===== config.mk =====
export PLATFORM = sky130hd
export DESIGN_NAME = sampler_note_player
export DESIGN_NICKNAME = d
export VERILOG_FILES = /design/src/rtl/sampler_pkg.sv /design/src/rtl/sampler_note_event_detect.sv /design/src/rtl/sampler_note_player.sv
export SDC_FILE = /design/constraint.sdc
export NUM_CORES = 1
export LEC_CHECK = 0
export CAP_MARGIN = 20
export CORE_MARGIN = 10
export CORE_UTILIZATION = 35
export DETAILED_ROUTE_END_ITERATION = 8
export PLACE_DENSITY = 0.61
export SLEW_MARGIN = 20
export SYNTH_ARGS = -nofsm -noshare
export SYNTH_HDL_FRONTEND = slang
export SYNTH_HIERARCHICAL = 1
export SYNTH_SLANG_ARGS = --single-unit
export TNS_END_PERCENT = 10

===== constraint.sdc =====
create_clock -name Clk -period 6.4 [get_ports Clk]
set_input_delay 1.28 -clock Clk [delete_from_list [all_inputs] [get_ports Clk]]
set_output_delay 1.28 -clock Clk [all_outputs]
set_load 0.03 [all_outputs]

===== src/rtl/sampler_pkg.sv =====
// rtl/sampler_pkg.sv - shared constants and types for the sampler note player
//
// Purpose: widths, note region length, player state encoding and the PCM
// sample type used by sampler_note_player and its event detector.
// Optional feature macro used by the player: SAMPLER_LOOP_EN.
package sampler_pkg;

  localparam int ADDR_W   = 20;     // sample memory word-address width
  localparam int DATA_W   = 16;     // PCM sample width
  localparam int NOTE_LEN = 32768;  // samples per note region
  localparam int OFFSET_W = 16;     // width of the in-note offset counter

  typedef enum logic [1:0] {
    IDLE      = 2'd0,
    WAIT_TICK = 2'd1,
    FETCH     = 2'd2,
    DONE      = 2'd3
  } player_state_t;

  typedef logic [DATA_W-1:0] sample_t;

endpackage


===== src/rtl/sampler_note_event_detect.sv =====
// rtl/sampler_note_event_detect.sv - note start / release strobe generation
//
// Purpose: compares the keymapper outputs against the latched note base and
// the player state, producing combinational note_event and note_release.
// Ports:
//   state        in   current player state
//   note_addr    in   start word address of the selected note (level)
//   invalid_note in   1 = no valid key pressed (level)
//   base         in   latched start address of the note being played
//   note_event   out  a (new) note should start
//   note_release out  the key was released while a note is active
module sampler_note_event_detect
  import sampler_pkg::*;
#(
  parameter int ADDR_W = sampler_pkg::ADDR_W
) (
  input  player_state_t     state,
  input  logic [ADDR_W-1:0] note_addr,
  input  logic              invalid_note,
  input  logic [ADDR_W-1:0] base,
  output logic              note_event,
  output logic              note_release
);

  // From IDLE any valid key starts a note; otherwise only a different key
  // restarts, so holding the same key after a one-shot stays in DONE.
  assign note_event   = !invalid_note && ((state == IDLE) || (note_addr != base));
  assign note_release = invalid_note && (state != IDLE);

endmodule


===== src/rtl/sampler_note_player.sv =====
// rtl/sampler_note_player.sv - streams one PCM sample per audio tick from sample memory
//
// Purpose: latches the note start address from the keymapper and, on every
// sample_tick, reads the next word of the note region over a req/ack memory
// handshake, presenting it on sample_out for the codec serializer.
// Optional feature: `define SAMPLER_LOOP_EN to loop the note region while the
// key is held; the default build plays each note once and stops in DONE.
// Ports:
//   Clk, Reset    in   clock, asynchronous active-high reset
//   note_addr     in   start word address of selected note (level)
//   invalid_note  in   1 = no valid key pressed (level)
//   sample_tick   in   one-Clk pulse at audio sample rate
//   mem_req       out  read request, held until mem_ack
//   mem_addr      out  read address, stable while mem_req=1
//   mem_ack       in   read complete, mem_data valid this cycle
//   mem_data      in   read data
//   sample_out    out  current sample, held between updates
//   sample_valid  out  one-cycle pulse when sample_out updates
//   playing       out  1 while a note is active
//   overrun       out  one-cycle pulse when a tick is dropped
module sampler_note_player
  import sampler_pkg::*;
#(
  parameter int ADDR_W   = sampler_pkg::ADDR_W,
  parameter int DATA_W   = sampler_pkg::DATA_W,
  parameter int NOTE_LEN = sampler_pkg::NOTE_LEN
) (
  input  logic              Clk,
  input  logic              Reset,
  input  logic [ADDR_W-1:0] note_addr,
  input  logic              invalid_note,
  input  logic              sample_tick,
  output logic              mem_req,
  output logic [ADDR_W-1:0] mem_addr,
  input  logic              mem_ack,
  input  logic [DATA_W-1:0] mem_data,
  output logic [DATA_W-1:0] sample_out,
  output logic              sample_valid,
  output logic              playing,
  output logic              overrun
);

  localparam logic [OFFSET_W-1:0] LAST_OFFSET = OFFSET_W'(NOTE_LEN - 1);

  player_state_t       state;
  logic [ADDR_W-1:0]   base;
  logic [OFFSET_W-1:0] offset;
  logic                abort_pending;
  logic                note_event;
  logic                note_release;
  logic [ADDR_W-1:0]   cur_addr;

  // Wraps modulo 2^ADDR_W by construction of the sum width.
  assign cur_addr = base + ADDR_W'(offset);

  sampler_note_event_detect #(
    .ADDR_W (ADDR_W)
  ) u_event_detect (
    .state        (state),
    .note_addr    (note_addr),
    .invalid_note (invalid_note),
    .base         (base),
    .note_event   (note_event),
    .note_release (note_release)
  );

  always_ff @(posedge Clk or posedge Reset) begin
    if (Reset) begin
      state         <= IDLE;
      base          <= '0;
      offset        <= '0;
      abort_pending <= 1'b0;
      sample_out    <= '0;
      sample_valid  <= 1'b0;
      mem_req       <= 1'b0;
      mem_addr      <= '0;
      playing       <= 1'b0;
      overrun       <= 1'b0;
    end else begin
      sample_valid <= 1'b0;
      overrun      <= 1'b0;

      case (state)
        IDLE: begin
          playing <= 1'b0;
          if (note_event) begin
            base    <= note_addr;
            offset  <= '0;
            playing <= 1'b1;
            state   <= WAIT_TICK;
          end
        end

        WAIT_TICK: begin
          if (note_release) begin
            abort_pending <= 1'b0;
            sample_out    <= '0;
            playing       <= 1'b0;
            state         <= IDLE;
          end else if (note_event || abort_pending) begin
            // A restart wins over a same-cycle tick; the tick becomes the
            // first fetch of the new note, addressed straight from note_addr.
            base          <= note_addr;
            offset        <= '0;
            abort_pending <= 1'b0;
            if (sample_tick) begin
              mem_addr <= note_addr;
              mem_req  <= 1'b1;
              state    <= FETCH;
            end
          end else if (sample_tick) begin
            mem_addr <= cur_addr;
            mem_req  <= 1'b1;
            state    <= FETCH;
          end
        end

        FETCH: begin
          // The request in flight cannot be cancelled, so ticks are dropped.
          if (sample_tick) begin
            overrun <= 1'b1;
          end
          if (mem_ack) begin
            mem_req <= 1'b0;
            if (abort_pending || note_event || note_release) begin
              // Discard the read; WAIT_TICK applies the event from the
              // keymapper values seen on the following cycle.
              abort_pending <= 1'b1;
              state         <= WAIT_TICK;
            end else begin
              sample_out   <= mem_data;
              sample_valid <= 1'b1;
              if (offset == LAST_OFFSET) begin
`ifdef SAMPLER_LOOP_EN
                offset <= '0;
                state  <= WAIT_TICK;
`else
                playing <= 1'b0;
                state   <= DONE;
`endif
              end else begin
                offset <= offset + 16'd1;
                state  <= WAIT_TICK;
              end
            end
          end else if (note_event || note_release) begin
            abort_pending <= 1'b1;
          end
        end

        DONE: begin
          // The last sample is shown for one cycle, then output goes silent.
          sample_out <= '0;
          playing    <= 1'b0;
          if (note_release) begin
            state <= IDLE;
          end else if (note_event) begin
            base    <= note_addr;
            offset  <= '0;
            playing <= 1'b1;
            state   <= WAIT_TICK;
          end
        end

        default: state <= IDLE;
      endcase
    end
  end

endmodule

# Yosys cells after proc, flatten, opt, wreduce, memory -nomap -nowiden

Index checks and enable logic that the tools add are counted.

Output and inout port bits: 40
Bits in registers: 79
Input port bits: 41
Logic and storage cells: 101

Reductions and logical operators: 20
Add/sub/neg operators: 2
Bitwise logic cells: 1
Muxes and demuxes: 50
Equality and inequality tests: 18

Operator list:

| operator                                                          | number |
|---|---|
| 16-bit 2-to-1 mux                                                 | 10 |
| 20-bit 2-to-1 mux                                                 | 7 |
| 16-bit case mux with 4 select lines                               | 1 |
| 20-bit case mux with 3 select lines                               | 1 |
| 16-bit case mux with 3 select lines                               | 1 |
| 20-bit by 16-bit adder with 20-bit output                         | 1 |
| 20-bit != test                                                    | 1 |
| 4-bit AND reduction                                               | 5 |
| 1-bit 2-to-1 mux                                                  | 19 |
| 2-bit != test, second input constant                              | 9 |
| 16-bit by 1-bit adder with 16-bit output, second input constant   | 1 |
| 16-bit by 15-bit == test with 1-bit output, second input constant | 1 |
| 2-bit 2-to-1 mux                                                  | 7 |
| 3-bit != test, second input constant                              | 4 |
| 2-bit case mux with 4 select lines                                | 1 |
| 6-bit AND reduction                                               | 1 |
| 3-bit nonzero test                                                | 2 |
| 2-bit == test, second input constant                              | 2 |
| 1-bit logical OR                                                  | 4 |
| 1-bit case mux with 2 select lines                                | 2 |
| 1-bit case mux with 4 select lines                                | 1 |
| 2-bit nonzero test                                                | 2 |
| 3-bit AND reduction                                               | 1 |
| 2-bit by 1-bit == test with 1-bit output, second input constant   | 1 |
| 5 further kinds                                                   | 6 |

# Longest topological paths before layout

Gate-level depths: netlist (run 1).

Depth in word-level cells: 8
Depth in mapped cells: 12
Gate-level depth less buffers: 11

# Cells and area by module

Netlist (run 1), hierarchy kept.

By module, submodules not included:

| module                    | sequential area each (µm²) | instances | area an instance (µm²) | cells each |
|---|---|---|---|---|
| sampler_note_player       | 1976.9                     | 1         | 4339.2                 | 467 |
| sampler_note_event_detect | 0.0                        | 1         | 231.5                  | 30 |

# Worst setup path before layout (run 1)

Ideal clock, no wire load.

Path type: in2reg
Start: input note_addr[11]
End: register offset[7]
Slack: 3.197 ns
Setup time: 0.132 ns
Required time: 6.268 ns
Stages: 12
Data arrival time: 3.071 ns
Path buffers: 1
Path through: xnor2_1 nand4_1 nor4_1 a21oi_1 buf_2 nor2_2 a32o_1 a21oi_1 nor3_2 nand4_1 xor2_1 nor2_1

Word-level cells in the longest chain between the ends: 7
Elaborated cells on any way between the ends: 11
Classes of those cells: 3 x eq/ne; 3 x mux; 5 x reduce/logical

Ends and longest elaborated chain:

| element                       | RTL line                                               | RTL |
|---|---|---|
| from (decl)                   | sampler_note_player.sv:30                              | `input logic [ADDR_W-1:0] note_addr,` |
| 20-bit != test *              | sampler_note_event_detect.sv:27                        | `assign note_event = !invalid_note && ((state == IDLE) \|\| (note_addr != base));` |
| 1-bit logical OR *            | sampler_note_event_detect.sv:27                        |  |
| 1-bit logical AND *           | sampler_note_event_detect.sv:27                        |  |
| net note_event                | sampler_note_player.sv:49                              | `logic note_event;` |
| 1-bit logical OR              | sampler_note_player.sv:100, sampler_note_player.sv:125 |  |
| 1-bit logical OR              | sampler_note_player.sv:125                             | `if (abort_pending \|\| note_event \|\| note_release) begin` |
| 2-bit != test (no line)       | n/a                                                    |  |
| 6-bit AND reduction (no line) | n/a                                                    |  |
| to (signal assigned)          | sampler_note_player.sv:142                             | `offset <= offset + 16'd1;` |
| to (decl)                     | sampler_note_player.sv:47                              | `logic [OFFSET_W-1:0] offset;` |

The timed path passes the listed nets; every way through them passes the cells marked *. The select of a mux whose other input is x is not followed.
A chain may end at the register's enable or synchronous reset.

# Final worst setup path (run 1)

Start: input note_addr[5]
End: register offset[15]

The elaborated chain is that of the path after synthesis.

==> flow_summary_export.csv, run 1 <==
group,metric,value,unit
power_and_ir_drop,p_total,0.00247,W
sta,fin_crit,4470,ps
floorplanning,ios,81,
worst_setup_path,path_class,"input port to register",
power_and_ir_drop,p_leak,2.55,nW
finish,multi_input_area,2400,sq um
floorplanning,initial_core_util,35.9,%
sta,slew_headroom,29.5,%
route,viasPerCell,5.26,
clocking,cts_made_buffers,9,
global_route,grt_pass1_wl,21.2,mm
placement,dp_hpwl,9.83,mm
min_path,hold_depth,2,
sta,finalMaxSlewViolations,0,
finish,syn_to_final_growth,26.1,%
logic_synthesis,async_flop_share,100,%
clocking,htree_num_levels,3,
clocking,cts.path.max_buffers,2,
logic_synthesis,netlist.area_leader.share,43.3,%
global_route,grt_max_degree,80,
clocking,clk_pin_slew_worst_paths,70,ps
floorplanning,dieArea,18000,sq um
logic_synthesis,synth_area_per_cell,9.20,sq um
sta,worst_slew_pin_slew,1060,ps
floorplanning,rows,41,
min_path,hp-class,"register to register",
power_and_ir_drop,p_per_area,428,nW/um^2
logic_synthesis,ys_seq_elements,79,
sta,fin_setup_tns,0,ps
logic_synthesis,ys_seq_area_share,43.3,%
sta,setup_viol,0,
logic_synthesis,ys.flop_type,"dfrtp_1",
floorplanning,die_w,134,microns
logic_synthesis,yosysWarnings,6,
placement,place.gp.congestion,0.928,
global_route,grtUsageTotal,14.7,%
global_route,grt-ovfl-total,0,
finish,final-seq-area,1980,sq um
floorplanning,core_area,12700,sq um
logic_synthesis,yosysTopAreaCell,"dfrtp_1",
route,initialDrtViolationCount,340,
worst_setup_path,crit_required,6590,ps
finish,layout-drive-gt1-share,6.33,%
route,routed_wirelength,13.3,mm
clocking,cts_hold_buf,0,
worst_setup_path,endpoint_kind,"register",
logic_synthesis,ys_top_cells_by_area,"dfrtp_1 (43%), nand2_1 (7.5%), xnor2_1 (5.4%), ha_1 (4.7%), a22o_1 (3.4%)",
sta,rsz0062_at_grt,"false",
sta,timing.final.crit_share,69.8,%
global_route,antenna_found_initial,0,
route,dr_total_vias,3895,
sta,hold_viol_final,0,
route,wl_per_cell,17.9,microns
sta,skew,10.4,ps
finish,nNetsFinal,624,
finish,antenna_cells,0,
clocking,cts_setup_buffers,0,
worst_setup_path,worstRegToRegCells,11,
route,ant_nets,0,
power_and_ir_drop,ir_drop,0.144,mV
logic_synthesis,synth_edf_count,0,
logic_synthesis,synth_cell_types,62,
sta,hold_ws,476,ps
route,drc,0,
clocking,cts_resized,0,
logic_synthesis,post-synth-top-count-cell,"nand2_1",
status,status,"finished, final reports clean",
clocking,cts.sinks,79,
clocking,cts_tree,"built",
global_route,grt_pass1_vias,3858,
clocking,cts-root-buf,"clkbuf_16",
worst_setup_path,cp_max_fo,15,
worst_setup_path,reg2reg_slack,2950,ps
finish,finish.utilization,45.3,%
logic_synthesis,synth_nets,556,
finish,nFillCells,1276,
worst_setup_path,cp-start-kind,"input port",
worst_setup_path,arrival,4660,ps
placement,port_buffers,80,
sta,fmax,0.224,GHz
route,first_pass_iters,5,
logic_synthesis,syn-instance-count,497,
clocking,clk_latency,330,ps
logic_synthesis,synth_area,4570,sq um
logic_synthesis,synth_common_cells,"nand2_1 (91), dfrtp_1 (79), nor2_1 (31)",
floorplanning,die_height,134,microns
run,cap_violations,0,
==> cell families after synthesis <==
group | after synthesis | share of synthesized area [%]
simple gates | 201 | 20.8
compound gates | 116 | 17.2
flops | 79 | 43.3
xor+xnor | 45 | 8.62
buf+inv | 35 | 4.35
fa+ha+maj | 18 | 5.09
mux | 3 | 0.684
==> power by group <==
group,internal [W],total [W],switching [W]
clock network,0.000341,0.000543,0.000202
registers,0.000661,0.000806,0.000145
logic,0.000432,0.00112,0.000685
==> critical path: stages <==
cell             delay [ps]
clkdlybuf4s50_1         470
xnor2_1                 260
nand4_1                 140
nor4_1                  370
a21oi_1                 300
nor2_2                  610
a32o_1                  270
a21oi_1                 170
nor3_2                  400
nand4_1                 170
xor2_1                  170
nor2_1                   50
==> flip-flops by register name, indices dropped and copies added, names as in the netlist, 2 cells and up <==
register    count
sample_out     16
state           2
offset         16
mem_addr       20
base           20
==> area by class of cell <==
class / instances / share of cell area (%)
timing repair buffer: 83 / 14.3
inverter: 9 / 0.608
tap: 172 / 3.73
sequential: 79 / 34.3
clock buffer: 12 / 4.10
multi-input combinational: 383 / 41.7
clock inverter: 3 / 1.19
==> layout by cell type, fill, tap and decap left out, types with 3 or more instances in the layout <==
cell type,synthesis,layout
nor3_1,7,7
inv_1,8,7
clkbuf_1,9,3
nand3_1,25,25
xor2_1,17,17
nor2_1,31,31
and4_1,5,5
clkdlybuf4s50_1,0,80
a21o_2,3,3
clkbuf_16,0,9
xnor2_1,28,28
and2_1,3,3
nand4_1,11,11
a21oi_1,30,29
a21o_1,8,8
and3_1,9,9
o21ai_0,22,22
a22o_1,18,18
o211ai_1,6,6
a31oi_1,8,8
dfrtp_1,79,79
o21bai_1,3,3
ha_1,17,17
nand2_1,91,91
==> per-stage QoR <==
stage                     instance area (sq um)  std cells  worst slack [ps]
final                                      5760        741              1930
after global routing                       5760        741              1680
after CTS                                  5760        741              1960
after detailed placement                   5460        726              1600
after global placement                     5450        726              1730
after floorplan                            4570        497              3100
==> path summary, 6_finish.rpt <==
check / end / startpoint
worst max-delay path: offset[15]$_DFFE_PP0P_ / note_addr[5]
min in group asynchronous: abort_pending$_DFFE_PP0P_ / Reset
worst min-delay path: mem_addr[19]$_DFFE_PP0P_ / mem_addr[19]$_DFFE_PP0P_
worst min register to register: mem_addr[19]$_DFFE_PP0P_ / mem_addr[19]$_DFFE_PP0P_
max in group asynchronous: offset[4]$_DFFE_PP0P_ / Reset
worst max register to register: offset[15]$_DFFE_PP0P_ / base[5]$_DFFE_PP0P_
==> metal layers <==
metal	wire (microns)	vias up	global-route usage, %	part of all wire, %
met5	0	-	0	0
met4	251	0	5.38	1.9
met3	566	18	2.80	4.3
met2	6380	98	23.2	48
met1	6100	1886	19.5	46
li1	-	1893	-	-
No activity file was read; power rests on OpenSTA's default activity.
==> run 2: changes to the inputs <==
==> constraint.sdc (replaced) <==
create_clock -name Clk -period 4.7 [get_ports Clk]
set_input_delay 0.94 -clock Clk [delete_from_list [all_inputs] [get_ports Clk]]
set_output_delay 0.94 -clock Clk [all_outputs]
set_load 0.03 [all_outputs]
==> run 2 against run 1 <==
Net effect:
- non-clock buffer count increased by 5
- hold slack worse by 2.6 ps
- combinational power rose by 37%
- sequential power is 36% higher
- register-to-register slack worse by 1200 ps
- total power rose by 36%
- sequential cell count did not move
- via count increased by 0.98%
- setup slack got worse by 760 ps
- clock power increased by 33%
- clock skew decreased by 6.1 ps
- utilization is 0.29 points higher
- largest cell class unchanged
==> flow_summary_export.csv, run 2 (synthesis results as in run 1) <==
group,metric,value,unit
status,status,"finished, final reports clean",
sta,fmax,0.283,GHz
worst_setup_path,arrival,3810,ps
clocking,htree_num_levels,3,
worst_setup_path,crit_required,4980,ps
route,initialDrtViolationCount,233,
run,cap_violations,0,
route,drc,0,
floorplanning,dieArea,18000,sq um
worst_setup_path,setup.worst_path.start,"note_addr[8]",
finish,layout-drive-gt1-share,7.48,%
route,ant_nets,0,
clocking,cts-root-buf,"clkbuf_16",
power_and_ir_drop,p_total,0.00335,W
global_route,antenna_found_initial,0,
sta,slew_headroom,56.7,%
sta,rsz0062_at_grt,"false",
sta,setup_viol,0,
finish,layout_commonest_cell,"nand2_1",
global_route,grt_max_degree,42,
placement,port_buffers,80,
global_route,grtUsageTotal,14.8,%
clocking,cts_hold_buf,0,
worst_setup_path,worstRegToRegCells,9,
min_path,hp-class,"register to register",
clocking,cts_resized,0,
finish,final_cell_mix,"nand2_1 (91), clkdlybuf4s50_1 (80), dfrtp_1 (79)",
floorplanning,die_height,134,microns
sta,finalMaxSlewViolations,0,
clocking,cts.sinks,79,
sta,finalWorstSetupSlack,1170,ps
global_route,grt_pass1_wl,21.6,mm
worst_setup_path,cp-start-kind,"input port",
worst_setup_path,path_class,"input port to register",
route,routed_wirelength,13.1,mm
worst_setup_path,endpoint_kind,"register",
clocking,cts_tree,"built",
floorplanning,ios,81,
floorplanning,rows,41,
placement,place.gp.congestion,0.938,
finish,nFillCells,1240,
clocking,cts.path.max_buffers,2,
finish,top_regs,"base: 20 flops, mem_addr: 20 flops",
worst_setup_path,slowest_stage,"and2_1",
sta,hold_viol_final,0,
sta,fin_crit,3530,ps
floorplanning,core_area,12700,sq um
clocking,clk_latency,340,ps
finish,antenna_cells,0,
min_path,min_from,"mem_addr[16]$_DFFE_PP0P_",
sta,skew,4.34,ps
min_path,hold_depth,2,
route,viasPerCell,5.27,
sta,worst_slew_pin_slew,647,ps
route,dr_total_vias,3933,
sta,timing.final.crit_share,75.1,%
worst_setup_path,crit-reg2reg-launch,"base[18]$_DFFE_PP0P_",
clocking,cts_setup_buffers,0,
worst_setup_path,cp_cell_sequence,"clkdlybuf4s50_1 -> xnor2_1 -> nand4_1 -> nor4_1 -> a21oi_1 -> nor2_2 -> buf_4 -> and3_1 -> and2_1 -> a22o_1",
clocking,cts_made_buffers,9,
power_and_ir_drop,p_leak,2.57,nW
global_route,grt-ovfl-total,0,
floorplanning,die_w,134,microns
route,first_pass_iters,5,
sta,fin_setup_tns,0,ps
placement,place_ws,855,ps
placement,dp_hpwl,9.89,mm
floorplanning,initial_core_util,35.9,%
finish,nNetsFinal,629,
route,wl_per_cell,17.6,microns
worst_setup_path,cpPeakStageDelay,540,ps
power_and_ir_drop,ir_drop,0.177,mV
power_and_ir_drop,p_per_area,577,nW/um^2
clocking,clk_pin_slew_worst_paths,70,ps
finish,syn_to_final_growth,26.9,%
worst_setup_path,cp_max_fo,17,
global_route,grt_pass1_vias,3925,
[run 2: changes by cell type in the layout (fill, tap and decap cells not counted), moves of 2 or more]
cell,delta
clkinvlp_4,+2
inv_6,+2
clkbuf_1,-3
buf_4,+5
[run 2: stage by stage]
stage                     utilization, %  area [sq um]  instances  hold WS, ps
after floorplan                        -          4570        497          485
after global placement              43.0          5480        730          463
after detailed placement            43.2          5500        731          466
after CTS                           45.6          5800        747          480
after global routing                45.6          5800        747          498
final                               45.6          5800        747          473
[run 2: worst max-delay path, delay by kind of cell]
kind            cells  cell delay [ps]
compound gates      2              500
simple gates        5             1420
xor+xnor            1              250
buf+inv             2              690
[run 2: path summary, 6_finish.rpt]
path / to / slack (ps)
min reg2reg: mem_addr[16]$_DFFE_PP0P_ / 470
max: sample_out[12]$_DFFE_PP0P_ / 1170
min: mem_addr[16]$_DFFE_PP0P_ / 470
max in group asynchronous: base[8]$_DFFE_PP0P_ / 3190
min in group asynchronous: mem_addr[19]$_DFFE_PP0P_ / 900
max reg2reg: sample_out[12]$_DFFE_PP0P_ / 1800
[run 2: final cells by class]
class	count	area (sq um)	area share, %
clock inverter	7	80.1	1.38
sequential	79	1980	34.1
multi-input combinational	383	2390	41.3
timing repair buffer	88	873	15.1
tap	172	215	3.71
inverter	9	35.0	0.604
clock buffer	9	225	3.88
[run 2: routing by layer]
metal	vias to the layer above	GRT usage [%]	wire length [microns]
met2	86	24.4	6570
met1	1927	18.8	5860
met5	-	0	0
met4	0	5.44	243
met3	18	2.99	468
li1	1902	-	-
[run 2: report_power, final]
part / internal, W / switching [W]
clock: 0.000417 / 0.000306
combinational: 0.000603 / 0.000923
sequential: 0.000901 / 0.000197
